===== config.mk =====
export PLATFORM = sky130hd
export DESIGN_NAME = sync_ram_dp
export DESIGN_NICKNAME = d
export VERILOG_FILES = /design/src/rtl/sync_ram_dp.sv
export SDC_FILE = /design/constraint.sdc
export NUM_CORES = 1
export LEC_CHECK = 0
export CAP_MARGIN = 40
export CORE_UTILIZATION = 45
export CTS_BUF_LIST = sky130_fd_sc_hd__clkbuf_16
export DETAILED_ROUTE_END_ITERATION = 8
export PLACE_DENSITY = 0.75
export SYNTH_ARGS = -nofsm -noshare
export SYNTH_HDL_FRONTEND = slang
export SYNTH_SLANG_ARGS = --single-unit

===== constraint.sdc =====
create_clock -name clk -period 2.2 [get_ports clk]
set_input_delay 0.33 -clock clk [delete_from_list [all_inputs] [get_ports clk]]
set_output_delay 0.33 -clock clk [all_outputs]
set_load 0.005 [all_outputs]

===== src/rtl/sync_ram_dp.sv =====
// sync_ram_dp: simple-dual-port RAM with byte enables, write-first forwarding and a clear sequencer
module sync_ram_dp #(
    parameter int DATA_W  = 8,
    parameter int ADDR_W  = 3,
    parameter int DEPTH   = 8,
    parameter int OUT_REG = 0
) (
    input  logic                  clk,
    input  logic                  rst_n,
    input  logic                  clr,
    output logic                  ready,
    input  logic                  wr_en,
    input  logic [ADDR_W-1:0]     wr_addr,
    input  logic [DATA_W-1:0]     wr_data,
    input  logic [DATA_W/8-1:0]   wr_be,
    input  logic                  rd_en,
    input  logic [ADDR_W-1:0]     rd_addr,
    output logic [DATA_W-1:0]     rd_data,
    output logic                  rd_valid
);
    localparam int BE_W = DATA_W / 8;
    localparam logic [ADDR_W:0] DEPTH_C = (ADDR_W + 1)'(DEPTH);
    localparam logic [ADDR_W-1:0] LAST = ADDR_W'(DEPTH - 1);

    typedef enum logic {INIT, READY} state_t;

    state_t              state;
    logic [ADDR_W-1:0]   cnt;
    logic [DATA_W-1:0]   mem [DEPTH];
    logic                wr_acc;
    logic                rd_acc;
    logic [DATA_W-1:0]   rd_word;
    logic                s1_valid;
    logic [DATA_W-1:0]   s1_data;

    assign wr_acc = (state == READY) && wr_en && ({1'b0, wr_addr} < DEPTH_C);
    assign rd_acc = (state == READY) && rd_en;

    // Clear sequencer: walks cnt over every word, then opens the array; clr restarts the walk
    always_ff @(posedge clk or negedge rst_n)
        if (!rst_n) begin
            state <= INIT;
            cnt   <= '0;
            ready <= 1'b0;
        end else if (clr) begin
            state <= INIT;
            cnt   <= '0;
            ready <= 1'b0;
        end else if (state == INIT) begin
            cnt   <= (cnt == LAST) ? '0 : cnt + 1'b1;
            state <= (cnt == LAST) ? READY : INIT;
            ready <= (cnt == LAST);
        end

    // Array write: zero fill while clearing, byte-masked writes otherwise; never reset
    always_ff @(posedge clk)
        if (state == INIT)
            mem[cnt] <= '0;
        else
            for (int i = 0; i < BE_W; i++)
                if (wr_acc && wr_be[i]) mem[wr_addr][8*i +: 8] <= wr_data[8*i +: 8];

    // Read word: out-of-range reads give zero, same-address writes win per enabled byte
    always_comb begin
        rd_word = ({1'b0, rd_addr} < DEPTH_C) ? mem[rd_addr] : '0;
        for (int i = 0; i < BE_W; i++)
            if (wr_acc && wr_addr == rd_addr && wr_be[i]) rd_word[8*i +: 8] = wr_data[8*i +: 8];
    end

    // First read stage: data only moves on an accepted read so it holds otherwise
    always_ff @(posedge clk or negedge rst_n)
        if (!rst_n) begin
            s1_valid <= 1'b0;
            s1_data  <= '0;
        end else begin
            s1_valid <= rd_acc;
            if (rd_acc) s1_data <= rd_word;
        end

    generate
        if (OUT_REG != 0) begin : g_reg
            // Optional output register adding one cycle of latency
            always_ff @(posedge clk or negedge rst_n)
                if (!rst_n) begin
                    rd_valid <= 1'b0;
                    rd_data  <= '0;
                end else begin
                    rd_valid <= s1_valid;
                    if (s1_valid) rd_data <= s1_data;
                end
        end else begin : g_noreg
            assign rd_valid = s1_valid;
            assign rd_data  = s1_data;
        end
    endgenerate
endmodule


# Word-level counts from Yosys, hierarchy flattened
# Memory sizes are Yosys's and may differ from the RTL's. A register that Yosys moved wholly into a read port is not among the register bits.
# Index checks and enable logic that the tools add are counted.
# totals
register_bits	6
ram_bits	64
memories	1
# memory_table
name	words	width	rd	rd_ports_with_merged_regs	write_ports	line	text
mem	8	8	1	1	1	29	logic [DATA_W-1:0] mem [DEPTH];
# classes
addsub	1
n_eq_ne	2
muxes	15
n_reduce_logical	5
# ops
operator	count
$mux W3	4
$mux W1	10
$mux W8	1
$reduce_or A8 Y1	1
$add A3 B1 Y3 const B	1
$eq A3 B3 Y1 const B	1
$logic_and A1 B1 Y1	3
$ne A2 B2 Y1 const B	1
$logic_not A1 Y1	1

# Longest topological paths before layout
# depth
word_depth	7
mapped_depth	7
mapped_depth_nobuf	5

# Least setup slack after synthesis
# Ideal clock, no wire load.
# synth_timing
path_type	input-to-reg
start	in rd_addr[0]
end	reg s1_data[4], in the netlist rd_data[4] (read register of mem)
setup_ns	0.121
arrival_ns	1.687
t_required_ns	2.079
setup_slack_ns	0.392
stages	6
cell_sequence	buf_2 -> buf_4 -> mux4_2 -> mux2i_1 -> o21ai_0 -> a22o_1
# synth_lines
element	line	text
from (decl)	17	input logic [ADDR_W-1:0] rd_addr,
to (decl)	34	logic [DATA_W-1:0] s1_data;

==> reports/metrics.yaml <==
clkLatencyLatePin_ps: 330
async_flop_share: 0.179
row_count: 31
num-nets-final: 280
grt_usage: 0.210
clock_skew_ps: 6.53
powerDensity_nw_per_um2: 888
yosysMostFrequentCell: "edfxtp_1"
vias: 1990
start_util: 0.464
dpl.hpwl_um: 4950
area_growth_pct: 29.6
ant_nets: 0
antenna_cells: 0
routedLengthMet1_um: 3150
postCtsHoldBufs: 0
hold_ws_ps: 410
p_sw_frac: 0.211
antenna_found_initial: 0
cts_resized: 0
drv_cap: 0
syn_area_per_cell_um2: 17.3
power_frac_clock: 0.439
cts_root_buf: "clkbuf_16"
synth_top_cell_by_area: "edfxtp_1"
combPwrFrac: 0.112
routedWlPerCell_um: 20.0
ys_ff_latch: 78
drt-total-wl_um: 7240
cts.sinks: 78
grt_max_degree: 16
post-cts-setup-buffers: 0
timing.setup.tns_ps: 0
crit_type: "input port to flip-flop"
status: "complete, no violations"
yosys_warnings: 0
numCtsBuffers: 9
synth_top_cells_by_area: "edfxtp_1, mux4_2, dfrtp_1, mux2i_1, a22o_1"
synthTopCellsByCount: "edfxtp_1, mux4_2, dfrtp_1"
die_h_um: 88.2
finalCritPeriodShare: 0.946
grt_pass1_vias: 2073
r2r_setup_slack_ps: 180
drc_errors: 0
core_area_um2: 7210
reg2reg_from: "state$_DFF_PN0_"
gp_congestion: 0.849
hold_viol: 0
htreeDepth: 3
drive_gt1_frac: 0.270
path_max_fanout: 12
peakVddDrop_uv: 447
cts_tree: "yes"
power.internal_mw: 3.04
cp-end-kind: "flip-flop"
relSlewSlack: 0.477
tightest_slew_ps: 781
io_buffer_count: 29
synth_cell_types: 35
reg2regPathDepth: 7
fin_crit_ps: 2080
highest_layer: "met4"
hold_class: "input port to async pin"
die-area_um2: 7780
synthesis.nets: 215
gr-total-overflow: 0
drv_slew: 0
stdcell_count: 362
netlist_instances: 193
r2r_end: "rd_data[2]$_DFFE_PN0P_"
pwr-share-seq: 0.449
dp_cells: 346
dr.pass1.iters: 4
clk_pin_slew_ps: 60
rsz0062_at_grt: "no"
p_sw_mw: 0.814
netlist_area_um2: 3350
io_pins: 30
dr_wl_met3_um: 435
ys_seq_area_frac: 0.679
cp.arrival_ps: 2300
fmax_ghz: 0.481
worstSetupEndpoint: "rd_data[2]$_DFFE_PN0P_"
crit_path_start_kind: "input port"
synth_flop_cell: "edfxtp_1"
synth_edf_count: 64
grt_first_pass_wirelength_um: 11300
p_leak_nw: 1.67
clock_path_buffers: 2
drtIter0Drc: 147
cp.required_ps: 2420
via_per_inst: 5.50
setup_violations: 0
fill_cells: 553
synth_top_cell_area_share: 0.574
wl_met2_um: 3540
crit_start: "wr_be"
die_w_um: 88.2
==> kinds of logic (layout without fill, tap and decap cells) <==
family / count (synthesis) / count (layout) / share of synthesized area
DFF: 78 / 78 / 0.679
and+or+nand+nor: 36 / 36 / 0.0546
AOI/OAI and AO/OA: 33 / 33 / 0.0797
muxes: 27 / 27 / 0.144
buffers and inverters: 14 / 84 / 0.0247
xor gates and xnor gates: 3 / 3 / 0.0101
adders and majority gates: 2 / 2 / 0.00748
==> power by group through the flow <==
stage               logic, mW  registers, mW  clock network, mW
detailed placement      0.428           1.76                  0
global route            0.468           1.74               1.77
global placement        0.423           1.75                  0
floorplan               0.216           1.74                  0
finish                  0.431           1.73               1.69
CTS                     0.434           1.73               1.71
==> worst max-delay path: stages <==
cell	delay [ps]
clkdlybuf4s50_1	410
and3_1	300
buf_4	210
o211ai_2	180
o2111ai_4	170
buf_12	180
o31a_1	290
a22o_1	210
==> sequential cells by signal, indices dropped and copies added (netlist names) <==
signal	flops
mem	64
rd_data	8
cnt	3
rd_valid	1
ready	1
state	1
==> per-stage QoR <==
stage          power [mW]  cell area [um^2]  worst slack [ps]  utilization
5_1_grt              3.98              4340              45.7        0.601
3_3_place_gp         2.17              3990              -122        0.553
4_1_cts              3.87              4340               126        0.601
6_report             3.85              4340               120        0.601
2_1_floorplan        1.96              3350               392            -
3_5_place_dp         2.19              3990              -192        0.553
==> routing by layer <==
layer,up-vias,track usage
li1,898,-
met3,8,0.0466
met4,0,0.0938
met2,70,0.327
met1,1014,0.287
met5,-,0
==> cells in the final DEF (no fill, tap or decap), types with 3 or more instances in the layout <==
| cell | count |
|---|---|
| edfxtp_1 | 64 |
| buf_4 | 32 |
| clkdlybuf4s50_1 | 29 |
| mux4_2 | 16 |
| dfrtp_1 | 14 |
| nor2_1 | 13 |
| mux2i_1 | 10 |
| and2_1 | 9 |
| clkbuf_16 | 9 |
| o31a_1 | 7 |
| a22o_1 | 7 |
| o21ai_1 | 6 |
| nor3_1 | 5 |
| a31oi_1 | 4 |
| inv_1 | 3 |
| bufinv_16 | 3 |
| buf_12 | 3 |
==> how the worst min path moves through the flow <==
| stage | depth (start not counted) | slack (ps) | end | startpoint |
|---|---|---|---|---|
| after CTS | 1 | 430 | rd_data[3]$_DFFE_PN0P_ | rst_n |
| after global placement | 1 | 490 | rd_data[0]$_DFFE_PN0P_ | rd_data[0]$_DFFE_PN0P_ |
| after floorplan | 0 | 30 | cnt[0]$_DFFE_PN0P_ | rst_n |
| after global routing | 1 | 460 | rd_data[7]$_DFFE_PN0P_ | rst_n |
| after detailed placement | 1 | 500 | rd_data[0]$_DFFE_PN0P_ | rd_data[0]$_DFFE_PN0P_ |
| final | 1 | 410 | rd_data[7]$_DFFE_PN0P_ | rst_n |
==> layout make-up <==
cell class	instances	area, um^2	area share
Sequential cell	78	2270	0.524
Multi-Input combinational cell	101	991	0.229
Timing Repair Buffer	64	591	0.136
Clock buffer	9	225	0.0519
Tap cell	99	124	0.0286
Clock inverter	7	119	0.0274
Inverter	4	15.0	0.00346
Note: power is estimated with default switching activity, not from simulation.
